[config.mk]
export PLATFORM = sky130hd
export DESIGN_NAME = punc_mc_control_flat
export DESIGN_NICKNAME = d
export VERILOG_FILES = /design/src/rtl/punc_mc_control_if.sv /design/src/rtl/punc_mc_control.sv /design/src/flat_wrapper.sv
export SDC_FILE = /design/constraint.sdc
export NUM_CORES = 1
export LEC_CHECK = 0
export ABC_AREA = 1
export CAP_MARGIN = 20
export CORE_MARGIN = 4
export CORE_UTILIZATION = 41
export DETAILED_ROUTE_END_ITERATION = 7
export PLACE_DENSITY_LB_ADDON = 0.12
export SYNTH_ARGS = -nofsm -noshare
export SYNTH_HDL_FRONTEND = slang
export SYNTH_SLANG_ARGS = --single-unit
[constraint.sdc]
create_clock -name clk -period 1.3 [get_ports clk]
set_input_delay 0.13 -clock clk [delete_from_list [all_inputs] [get_ports clk]]
set_output_delay 0.13 -clock clk [all_outputs]
set_load 0.02 [all_outputs]
[src/rtl/punc_mc_control_if.sv]
`default_nettype none
// ============================================================================
//  Module   : punc_mc_control_if
//  Purpose  : Memory request/acknowledge bundle between the PUnC multicycle
//             controller and a variable-latency memory port.
//  Signals  : mem_req     request pending (held until mem_ack)
//             mem_we      request is a write (valid with mem_req)
//             mem_addr_s  address mux select 0=PC 1=EA 2=MDR
//             mem_ack     memory completes the pending request this cycle
//  Modports : master (controller side), slave (memory side)
//  Revision : 1.0  initial release
// ============================================================================
interface punc_mc_control_if;
    logic       mem_req;
    logic       mem_we;
    logic [1:0] mem_addr_s;
    logic       mem_ack;

    modport master (output mem_req, output mem_we, output mem_addr_s, input mem_ack);
    modport slave  (input mem_req, input mem_we, input mem_addr_s, output mem_ack);
endinterface
`default_nettype wire

[src/rtl/punc_mc_control.sv]
`default_nettype none
// ============================================================================
//  Module   : punc_mc_control
//  Purpose  : Multicycle control unit for the PUnC LC-3 core. Sequences
//             fetch/decode/execute/memory phases, talks to memory over a
//             req/ack handshake, guards each wait with an ack watchdog and
//             parks in HALT on TRAP or watchdog expiry.
//  Ports    : clk, rst (async, active high)
//             ir, n, z, p           datapath instruction and flags
//             mem (if master)       mem_req / mem_we / mem_addr_s / mem_ack
//             write_ir, inc_pc, pc_ld, pc_s, write_rf, rf_s, write_status,
//             alu_s, op2_s          datapath strobes
//             halted, fault         status
//             cycle_cnt, retired_cnt  perf counters (PUNC_PERF_CNT_EN only)
//  Config   : `define PUNC_PERF_CNT_EN adds the performance counters.
//  Revision : 1.0  initial release
// ============================================================================
module punc_mc_control #(
    parameter int WORD_W      = 16,
    parameter int TIMEOUT_CYC = 255,
    parameter int CNT_W       = 32
) (
    input  wire logic              clk,
    input  wire logic              rst,
    input  wire logic [WORD_W-1:0] ir,
    input  wire logic              n,
    input  wire logic              z,
    input  wire logic              p,
    punc_mc_control_if.master      mem,
    output logic                   write_ir,
    output logic                   inc_pc,
    output logic                   pc_ld,
    output logic [1:0]             pc_s,
    output logic                   write_rf,
    output logic [1:0]             rf_s,
    output logic                   write_status,
    output logic [2:0]             alu_s,
    output logic                   op2_s,
    output logic                   halted,
    output logic                   fault
`ifdef PUNC_PERF_CNT_EN
    ,
    output logic [CNT_W-1:0]       cycle_cnt,
    output logic [CNT_W-1:0]       retired_cnt
`endif
);

    localparam logic [3:0] c_FETCH   = 4'd0;
    localparam logic [3:0] c_FETCH_W = 4'd1;
    localparam logic [3:0] c_DECODE  = 4'd2;
    localparam logic [3:0] c_EXEC    = 4'd3;
    localparam logic [3:0] c_MEM     = 4'd4;
    localparam logic [3:0] c_MEM_W   = 4'd5;
    localparam logic [3:0] c_IND     = 4'd6;
    localparam logic [3:0] c_IND_W   = 4'd7;
    localparam logic [3:0] c_HALT    = 4'd8;

    localparam logic [3:0] c_OP_BR  = 4'b0000;
    localparam logic [3:0] c_OP_ADD = 4'b0001;
    localparam logic [3:0] c_OP_LD  = 4'b0010;
    localparam logic [3:0] c_OP_ST  = 4'b0011;
    localparam logic [3:0] c_OP_JSR = 4'b0100;
    localparam logic [3:0] c_OP_AND = 4'b0101;
    localparam logic [3:0] c_OP_LDR = 4'b0110;
    localparam logic [3:0] c_OP_STR = 4'b0111;
    localparam logic [3:0] c_OP_NOT = 4'b1001;
    localparam logic [3:0] c_OP_LDI = 4'b1010;
    localparam logic [3:0] c_OP_STI = 4'b1011;
    localparam logic [3:0] c_OP_JMP = 4'b1100;
    localparam logic [3:0] c_OP_LEA = 4'b1110;
    localparam logic [3:0] c_OP_TRP = 4'b1111;

    localparam int WD_W = (TIMEOUT_CYC < 2) ? 1 : $clog2(TIMEOUT_CYC + 1);
    // Count value seen during the last waiting cycle before expiry.
    localparam logic [WD_W-1:0] c_WD_LAST = WD_W'((TIMEOUT_CYC == 0) ? 0 : TIMEOUT_CYC - 1);

    logic [3:0]      r_state;
    logic [3:0]      w_next;
    logic            r_mem_req;
    logic            r_mem_we;
    logic [1:0]      r_mem_addr_s;
    logic            r_ind;
    logic [WD_W-1:0] r_wd_cnt;
    logic            r_fault;

    logic [3:0] w_op;
    logic       w_in_wait;
    logic       w_ack;
    logic       w_expire;
    logic       w_is_store;
    logic       w_unused;

    assign w_op       = ir[WORD_W-1 -: 4];
    assign w_unused   = ^ir;
    assign w_in_wait  = (r_state == c_FETCH_W) || (r_state == c_MEM_W) || (r_state == c_IND_W);
    // Acks are only meaningful while a request is outstanding.
    assign w_ack      = w_in_wait && mem.mem_ack;
    // An ack arriving in the final allowed cycle beats the watchdog.
    assign w_expire   = (TIMEOUT_CYC != 0) && w_in_wait && !mem.mem_ack && (r_wd_cnt == c_WD_LAST);
    assign w_is_store = (w_op == c_OP_ST) || (w_op == c_OP_STR) || (w_op == c_OP_STI);

    assign mem.mem_req    = r_mem_req;
    assign mem.mem_we     = r_mem_we;
    assign mem.mem_addr_s = r_mem_addr_s;
    assign fault          = r_fault;

    // State and request registers
    always_ff @(posedge clk or posedge rst) begin
        if (rst) begin
            r_state      <= c_FETCH;
            r_mem_req    <= 1'b0;
            r_mem_we     <= 1'b0;
            r_mem_addr_s <= 2'd0;
            r_ind        <= 1'b0;
            r_wd_cnt     <= '0;
            r_fault      <= 1'b0;
        end else begin
            r_state <= w_next;
            if (w_expire)
                r_fault <= 1'b1;

            // Request fields are loaded on the way into a *_W state and held
            // there untouched until the ack (or watchdog) edge.
            if (r_state == c_FETCH) begin
                r_mem_req    <= 1'b1;
                r_mem_we     <= 1'b0;
                r_mem_addr_s <= 2'd0;
            end else if (r_state == c_IND) begin
                r_mem_req    <= 1'b1;
                r_mem_we     <= 1'b0;
                r_mem_addr_s <= 2'd1;
            end else if (r_state == c_MEM) begin
                r_mem_req    <= 1'b1;
                r_mem_we     <= w_is_store;
                r_mem_addr_s <= r_ind ? 2'd2 : 2'd1;
            end else if (w_ack || w_expire) begin
                r_mem_req    <= 1'b0;
                r_mem_we     <= 1'b0;
                r_mem_addr_s <= 2'd0;
            end

            // Remembers that the data access must use the fetched pointer.
            if (r_state == c_FETCH)
                r_ind <= 1'b0;
            else if ((r_state == c_IND_W) && w_ack)
                r_ind <= 1'b1;

            // Every *_W state is entered from a non-wait state, so holding the
            // count at zero outside waits clears it on entry.
            if (!w_in_wait)
                r_wd_cnt <= '0;
            else if (!mem.mem_ack && (r_wd_cnt != c_WD_LAST))
                r_wd_cnt <= r_wd_cnt + 1'b1;
        end
    end

    // Next-state logic
    always_comb begin
        w_next = r_state;
        case (r_state)
            c_FETCH:   w_next = c_FETCH_W;
            c_FETCH_W: if (w_ack) w_next = c_DECODE;
            c_DECODE:  w_next = (w_op == c_OP_TRP) ? c_HALT : c_EXEC;
            c_EXEC: begin
                case (w_op)
                    c_OP_LD, c_OP_LDR, c_OP_ST, c_OP_STR: w_next = c_MEM;
                    c_OP_LDI, c_OP_STI:                   w_next = c_IND;
                    default:                              w_next = c_FETCH;
                endcase
            end
            c_IND:     w_next = c_IND_W;
            c_IND_W:   if (w_ack) w_next = c_MEM;
            c_MEM:     w_next = c_MEM_W;
            c_MEM_W:   if (w_ack) w_next = c_FETCH;
            c_HALT:    w_next = c_HALT;
            default:   w_next = c_FETCH;
        endcase
        if (w_expire)
            w_next = c_HALT;
    end

    // Datapath strobes
    always_comb begin
        write_ir     = 1'b0;
        inc_pc       = 1'b0;
        pc_ld        = 1'b0;
        pc_s         = 2'd0;
        write_rf     = 1'b0;
        rf_s         = 2'd0;
        write_status = 1'b0;
        alu_s        = 3'd0;
        op2_s        = 1'b0;
        halted       = (r_state == c_HALT);
        case (r_state)
            c_FETCH_W: begin
                write_ir = w_ack;
                inc_pc   = w_ack;
            end
            c_EXEC: begin
                case (w_op)
                    c_OP_ADD, c_OP_AND, c_OP_NOT: begin
                        write_rf     = 1'b1;
                        write_status = 1'b1;
                        op2_s        = ir[5];
                        alu_s        = (w_op == c_OP_ADD) ? 3'd0 :
                                       (w_op == c_OP_AND) ? 3'd1 : 3'd2;
                    end
                    c_OP_BR: begin
                        pc_ld = (ir[11] & n) | (ir[10] & z) | (ir[9] & p);
                    end
                    c_OP_JMP: begin
                        pc_ld = 1'b1;
                        pc_s  = 2'd2;
                    end
                    c_OP_JSR: begin
                        // Link captures the already-incremented PC before pc_ld lands.
                        write_rf = 1'b1;
                        rf_s     = 2'd2;
                        pc_ld    = 1'b1;
                        pc_s     = ir[11] ? 2'd1 : 2'd2;
                    end
                    c_OP_LEA: begin
                        write_rf     = 1'b1;
                        rf_s         = 2'd3;
                        write_status = 1'b1;
                        alu_s        = 3'd4;
                    end
                    default: ;
                endcase
            end
            c_IND, c_IND_W, c_MEM: alu_s = 3'd4;
            c_MEM_W: begin
                alu_s = 3'd4;
                if (w_ack && !w_is_store) begin
                    write_rf     = 1'b1;
                    rf_s         = 2'd1;
                    write_status = 1'b1;
                end
            end
            default: ;
        endcase
    end

`ifdef PUNC_PERF_CNT_EN
    logic [CNT_W-1:0] r_cycle_cnt;
    logic [CNT_W-1:0] r_retired_cnt;

    always_ff @(posedge clk or posedge rst) begin
        if (rst) begin
            r_cycle_cnt   <= '0;
            r_retired_cnt <= '0;
        end else if (r_state != c_HALT) begin
            r_cycle_cnt <= r_cycle_cnt + 1'b1;
            if (w_next == c_FETCH)
                r_retired_cnt <= r_retired_cnt + 1'b1;
        end
    end

    assign cycle_cnt   = r_cycle_cnt;
    assign retired_cnt = r_retired_cnt;
`endif

endmodule
`default_nettype wire

[src/flat_wrapper.sv]
// flat-port wrapper written by rule: the top's interface ports become plain ports
module punc_mc_control_flat 
#(
    parameter int WORD_W      = 16,
    parameter int TIMEOUT_CYC = 255,
    parameter int CNT_W       = 32
)
  (clk, rst, ir, n, z, p, write_ir, inc_pc, pc_ld, pc_s, write_rf, rf_s, write_status, alu_s, op2_s, halted, fault, mem_mem_req, mem_mem_we, mem_mem_addr_s, mem_mem_ack);
  punc_mc_control_if mem_i ();
  input  wire logic clk;
  input  wire logic rst;
  input  wire logic [WORD_W-1:0] ir;
  input  wire logic n;
  input  wire logic z;
  input  wire logic p;
  output logic write_ir;
  output logic inc_pc;
  output logic pc_ld;
  output logic [1:0] pc_s;
  output logic write_rf;
  output logic [1:0] rf_s;
  output logic write_status;
  output logic [2:0] alu_s;
  output logic op2_s;
  output logic halted;
  output logic fault;
  output wire logic [$bits(mem_i.mem_req)-1:0] mem_mem_req;
  output wire logic [$bits(mem_i.mem_we)-1:0] mem_mem_we;
  output wire logic [$bits(mem_i.mem_addr_s)-1:0] mem_mem_addr_s;
  input wire logic [$bits(mem_i.mem_ack)-1:0] mem_mem_ack;
  assign mem_mem_req = mem_i.mem_req;
  assign mem_mem_we = mem_i.mem_we;
  assign mem_mem_addr_s = mem_i.mem_addr_s;
  assign mem_i.mem_ack = mem_mem_ack;
  punc_mc_control #(.WORD_W(WORD_W), .TIMEOUT_CYC(TIMEOUT_CYC), .CNT_W(CNT_W)) u_core (.clk(clk), .rst(rst), .ir(ir), .n(n), .z(z), .p(p), .mem(mem_i), .write_ir(write_ir), .inc_pc(inc_pc), .pc_ld(pc_ld), .pc_s(pc_s), .write_rf(write_rf), .rf_s(rf_s), .write_status(write_status), .alu_s(alu_s), .op2_s(op2_s), .halted(halted), .fault(fault));
endmodule
==> results.md <==
| Metric | Value |
| --- | --- |
| Row Count | 19 |
| Worst path cell trace | nand2_2 > nor2_4 > buf_4 > nand2_4 > nand4_1 > buf_6 |
| Worst setup EP type | primary output |
| Vertical die dimension | 63.7 um |
| Ports | 41 |
| Sequential element share of the synthesized area | 0.355 |
| Area of the die | 4050 um^2 |
| HPWL Detailed | 2830 um |
| Post-route standard cell area excluding fillers | 2290 um^2 |
| Grt ovf | 0 |
| Clock network fraction of design power | 0.094 |
| Instance area after placement | 1940 um^2 |
| Fraction of met3 tracks used by global routing | 0.0568 |
| Antenna violations before repair | 0 |
| Final hold violations | 0 |
| Post-route antenna net violation count | 0 |
| Die width | 63.7 um |
| Synthesized area divided by synthesized cell count | 6.86 um^2 |
| Global-route wire length before repair | 6440 um |
| Total clock buffers created by CTS | 3 |
| Path type of the worst min-delay path | in2async |
| Switch share | 0.448 |
| Setup ws final | -365 ps |
| Synthesized Nets | 209 |
| Slowest Stage Delay on Critical Path | 440 ps |
| Pin count of the biggest net entering global routing | 19 |
| Average via count per standard cell | 5.17 |
| Sw Pwr | 0.00170 W |
| Static power due to leakage | 1.19 nW |
| Clock-pin slew on the worst setup and hold paths | 110 ps |
| Combinational share of power | 0.701 |
| Number of global-route vias before repair | 1492 |
| Worst-case clock buffer depth | 2 |
| Most Crowded Layer GR | met2 |
| Gate count of the mapped netlist | 185 |
| Max-cap violations | 0 |
| Count of input and output buffers | 32 |
| Crit Path Max Fanout | 5 |
| Clock latency reported for the late side of the worst-skew pair | 300 ps |
| Met2 Resource Use GR | 0.353 |
| Setup-violating endpoint count in the final report | 32 |
| Synth unique cells | 27 |
| Internal power summed over all cells | 0.00209 W |
| Worst voltage drop across the vdd grid | 1.33 mV |
| Final layout net count | 292 |
| Met1 Track Usage GR | 0.226 |
| Critical path class | reg2out |
| Cell with the largest stage delay on the worst path | sky130_fd_sc_hd__dfrtp_1 |
| Number of design rule violations left after detail routing | 0 |
| Slew HR | 0.787 |
| Number of vias after detailed routing | 1540 |
| Arrival time of data at the critical path endpoint | 1530 ps |
| Register bit total from synthesis | 18 |
| DRC violation total after the first TritonRoute iteration | 118 |
| Final weighted congestion of routability-driven global placement | 0.845 |
| Power per standard cell area | 1660 nW/um^2 |
| Core outline area | 2850 um^2 |
| Outcome | complete, but fails checks |
| Total routing usage reported by global routing | 0.200 |
| Aggregate routed wire length | 4210 um |
| Total standard cell area after synthesis | 1270 um^2 |
| Startpoint type of the worst setup path | flop |
| Tot Pwr | 0.00379 W |
| Upper clock frequency limit | 0.601 GHz |
| Syn-to-layout area delta | 80.0% |
| CTS H-tree depth | 1 |
| TritonCTS clock tree | yes |
| Final worst path period need | 1660 ps |
| Count of pins over their slew limit | 0 |
| Count of inserted antenna diode cells | 0 |
| Pre-Repair DR Iteration Count | 4 |
| Required arrival time at the worst endpoint | 1170 ps |
| Share of post-route cells with drive strength above 1 | 0.472 |
| Transition time of the tightest slew-check pin | 319 ps |
| Violated checks | negative setup slack |
| Clock sink total | 18 |
| Setup repair after global routing missed its margin | yes |
| Final routed wire length divided by cell count | 14.1 um |
| Starting density of the core | 0.445 |
| Root Buffer | sky130_fd_sc_hd__clkbuf_4 |
| Share of the cycle needed by the critical path after routing | 1.28 |
| Sequential group share of total power | 0.205 |
| Fin Clk Skew | 5.66 ps |
| Number of warnings issued by yosys | 0 |
==> power groups by stage <==
| stage | Clock [W] | Sequential, W | Combinational (W) |
|---|---|---|---|
| after floorplan | 0 | 0.000816 | 0.000943 |
| after global placement | 0 | 0.000759 | 0.00181 |
| after detailed placement | 0 | 0.000765 | 0.00184 |
| after CTS | 0.000357 | 0.000766 | 0.00225 |
| after global routing | 0.000390 | 0.000784 | 0.00284 |
| final | 0.000356 | 0.000776 | 0.00266 |
==> cells in the final DEF, fill, tap and decap left out <==
| cell type | synthesis | layout |
|---|---|---|
| sky130_fd_sc_hd__nor3_4 | 0 | 2 |
| sky130_fd_sc_hd__nor2_4 | 2 | 5 |
| sky130_fd_sc_hd__dfrtp_1 | 18 | 18 |
| sky130_fd_sc_hd__nand3b_1 | 1 | 1 |
| sky130_fd_sc_hd__inv_1 | 23 | 16 |
| sky130_fd_sc_hd__nor4_4 | 0 | 1 |
| sky130_fd_sc_hd__dlygate4sd2_1 | 0 | 5 |
| sky130_fd_sc_hd__nor3_1 | 5 | 1 |
| sky130_fd_sc_hd__nor2_2 | 1 | 2 |
| sky130_fd_sc_hd__ha_4 | 0 | 1 |
| sky130_fd_sc_hd__o21ai_2 | 0 | 2 |
| sky130_fd_sc_hd__a21boi_1 | 0 | 1 |
| sky130_fd_sc_hd__nand3_1 | 25 | 14 |
| sky130_fd_sc_hd__xor2_1 | 3 | 3 |
| sky130_fd_sc_hd__nand4_1 | 5 | 5 |
| sky130_fd_sc_hd__nor3_2 | 0 | 2 |
| sky130_fd_sc_hd__inv_4 | 0 | 1 |
| sky130_fd_sc_hd__a21oi_1 | 3 | 2 |
| sky130_fd_sc_hd__nand2_4 | 3 | 6 |
| sky130_fd_sc_hd__a31oi_2 | 0 | 1 |
| sky130_fd_sc_hd__nand2_8 | 0 | 2 |
| sky130_fd_sc_hd__nand3_2 | 2 | 11 |
| sky130_fd_sc_hd__nand3_4 | 0 | 2 |
| sky130_fd_sc_hd__clkdlybuf4s50_1 | 0 | 13 |
| sky130_fd_sc_hd__nand2_1 | 52 | 44 |
| sky130_fd_sc_hd__ha_2 | 0 | 1 |
| sky130_fd_sc_hd__nand2_2 | 7 | 10 |
| sky130_fd_sc_hd__a21oi_2 | 0 | 1 |
| sky130_fd_sc_hd__o21bai_1 | 1 | 1 |
| sky130_fd_sc_hd__o21ai_1 | 2 | 1 |
| sky130_fd_sc_hd__buf_12 | 0 | 1 |
| sky130_fd_sc_hd__inv_8 | 0 | 1 |
| sky130_fd_sc_hd__clkbuf_4 | 0 | 3 |
| sky130_fd_sc_hd__nor2_1 | 19 | 15 |
| sky130_fd_sc_hd__o211ai_1 | 1 | 1 |
| sky130_fd_sc_hd__buf_4 | 1 | 45 |
| sky130_fd_sc_hd__clkinv_2 | 1 | 1 |
| sky130_fd_sc_hd__inv_2 | 3 | 8 |
| sky130_fd_sc_hd__buf_6 | 1 | 16 |
| sky130_fd_sc_hd__clkbuf_8 | 0 | 1 |
==> synth_stat cells <==
library cell,instances,area (um^2)
sky130_fd_sc_hd__dfrtp_1,18,450
sky130_fd_sc_hd__o21bai_1,1,7.51
sky130_fd_sc_hd__o211ai_1,1,7.51
sky130_fd_sc_hd__nand3_1,25,125
sky130_fd_sc_hd__nor2_1,19,71.3
sky130_fd_sc_hd__clkinv_2,1,5.00
sky130_fd_sc_hd__a21boi_0,1,7.51
sky130_fd_sc_hd__buf_4,1,7.51
sky130_fd_sc_hd__o21ai_0,1,5.00
sky130_fd_sc_hd__nand2_1,52,195
sky130_fd_sc_hd__xor2_1,3,26.3
sky130_fd_sc_hd__nor4_1,1,6.26
sky130_fd_sc_hd__buf_6,1,11.3
sky130_fd_sc_hd__a21oi_1,3,15.0
sky130_fd_sc_hd__nand3_2,2,20.0
sky130_fd_sc_hd__nor2_2,1,6.26
sky130_fd_sc_hd__o21ai_1,2,10.0
sky130_fd_sc_hd__nor2_4,2,22.5
sky130_fd_sc_hd__nand2_2,7,43.8
sky130_fd_sc_hd__ha_1,2,25.0
sky130_fd_sc_hd__inv_2,3,11.3
sky130_fd_sc_hd__inv_1,23,86.3
sky130_fd_sc_hd__nor3_1,5,25.0
sky130_fd_sc_hd__nand2_4,3,33.8
sky130_fd_sc_hd__nand3b_1,1,7.51
sky130_fd_sc_hd__a31oi_1,1,6.26
sky130_fd_sc_hd__nand4_1,5,31.3
==> registers in the layout (all words and copies together), names as in the netlist <==
signal / count
u_core.r_wd_cnt: 8
u_core.mem.mem_we: 1
u_core.r_ind: 1
u_core.r_state: 4
u_core.mem.mem_addr_s: 2
u_core.mem.mem_req: 1
u_core.fault: 1
==> cells by family (layout without fill, tap and decap cells) <==
kind of cell / Yosys count / after routing / share of synthesized area
and+or+nand+nor: 123 / 123 / 0.463
buffers and inverters: 29 / 111 / 0.0956
DFF: 18 / 18 / 0.355
AOI/OAI and AO/OA: 10 / 10 / 0.0463
xor gates and xnor gates: 3 / 3 / 0.0207
adders and majority gates: 2 / 2 / 0.0197
==> area by class of cell <==
cell class | instances | area [um^2]
Tap cell | 31 | 38.8
Fill cell | 191 | 567
Timing Repair Buffer | 80 | 712
Clock buffer | 4 | 36.3
Inverter | 27 | 113
Multi-Input combinational cell | 138 | 936
Sequential cell | 18 | 450
==> repair_timing <==
item,in CTS,in global routing
hold buffers,0,0
buffers inserted,6,7
resized for setup,119,29
pin swaps,21,14
hold endpoints to repair,0,0
setup endpoints to repair,34,32
==> worst max-delay path: cells and delay by family, from the launching register on <==
| family | cells | cell delay (ps) |
|---|---|---|
| simple gates | 4 | 490 |
| flops | 1 | 440 |
| buf+inv | 2 | 300 |
==> stage by stage <==
step / util / TNS, ps / hold WS, ps / setup slack [ps] / instances
5_1_grt: 0.801 / -8180 / 178 / -447 / 298
3_3_place_gp: 0.680 / -8030 / 448 / -600 / 283
2_1_floorplan: - / -81.1 / 68.6 / -80.5 / 185
4_1_cts: 0.747 / -4220 / 140 / -335 / 293
3_5_place_dp: 0.680 / -8830 / 453 / -650 / 283
6_report: 0.801 / -5950 / 125 / -365 / 298
==> final timing paths <==
path,from,end,slack (ps),cells after the start
setup / recovery,u_core.r_state[0],write_rf,-360,6
min in group clk,u_core.fault,u_core.fault,470,2
setup reg to reg,u_core.r_state[2],u_core.r_state[1],-220,12
hold / removal,rst,u_core.r_wd_cnt[7],120,3
max in group asynchronous,rst,u_core.mem.mem_we,980,3
hold reg to reg,u_core.fault,u_core.fault,470,2
==> layer usage <==
metal / vias to the layer above / wire, um
met2: 35 / 2250
met4: 0 / 89
li1: 755 / -
met1: 740 / 1720
met3: 10 / 160
met5: - / 0
Note: power is estimated with default switching activity, not from simulation.
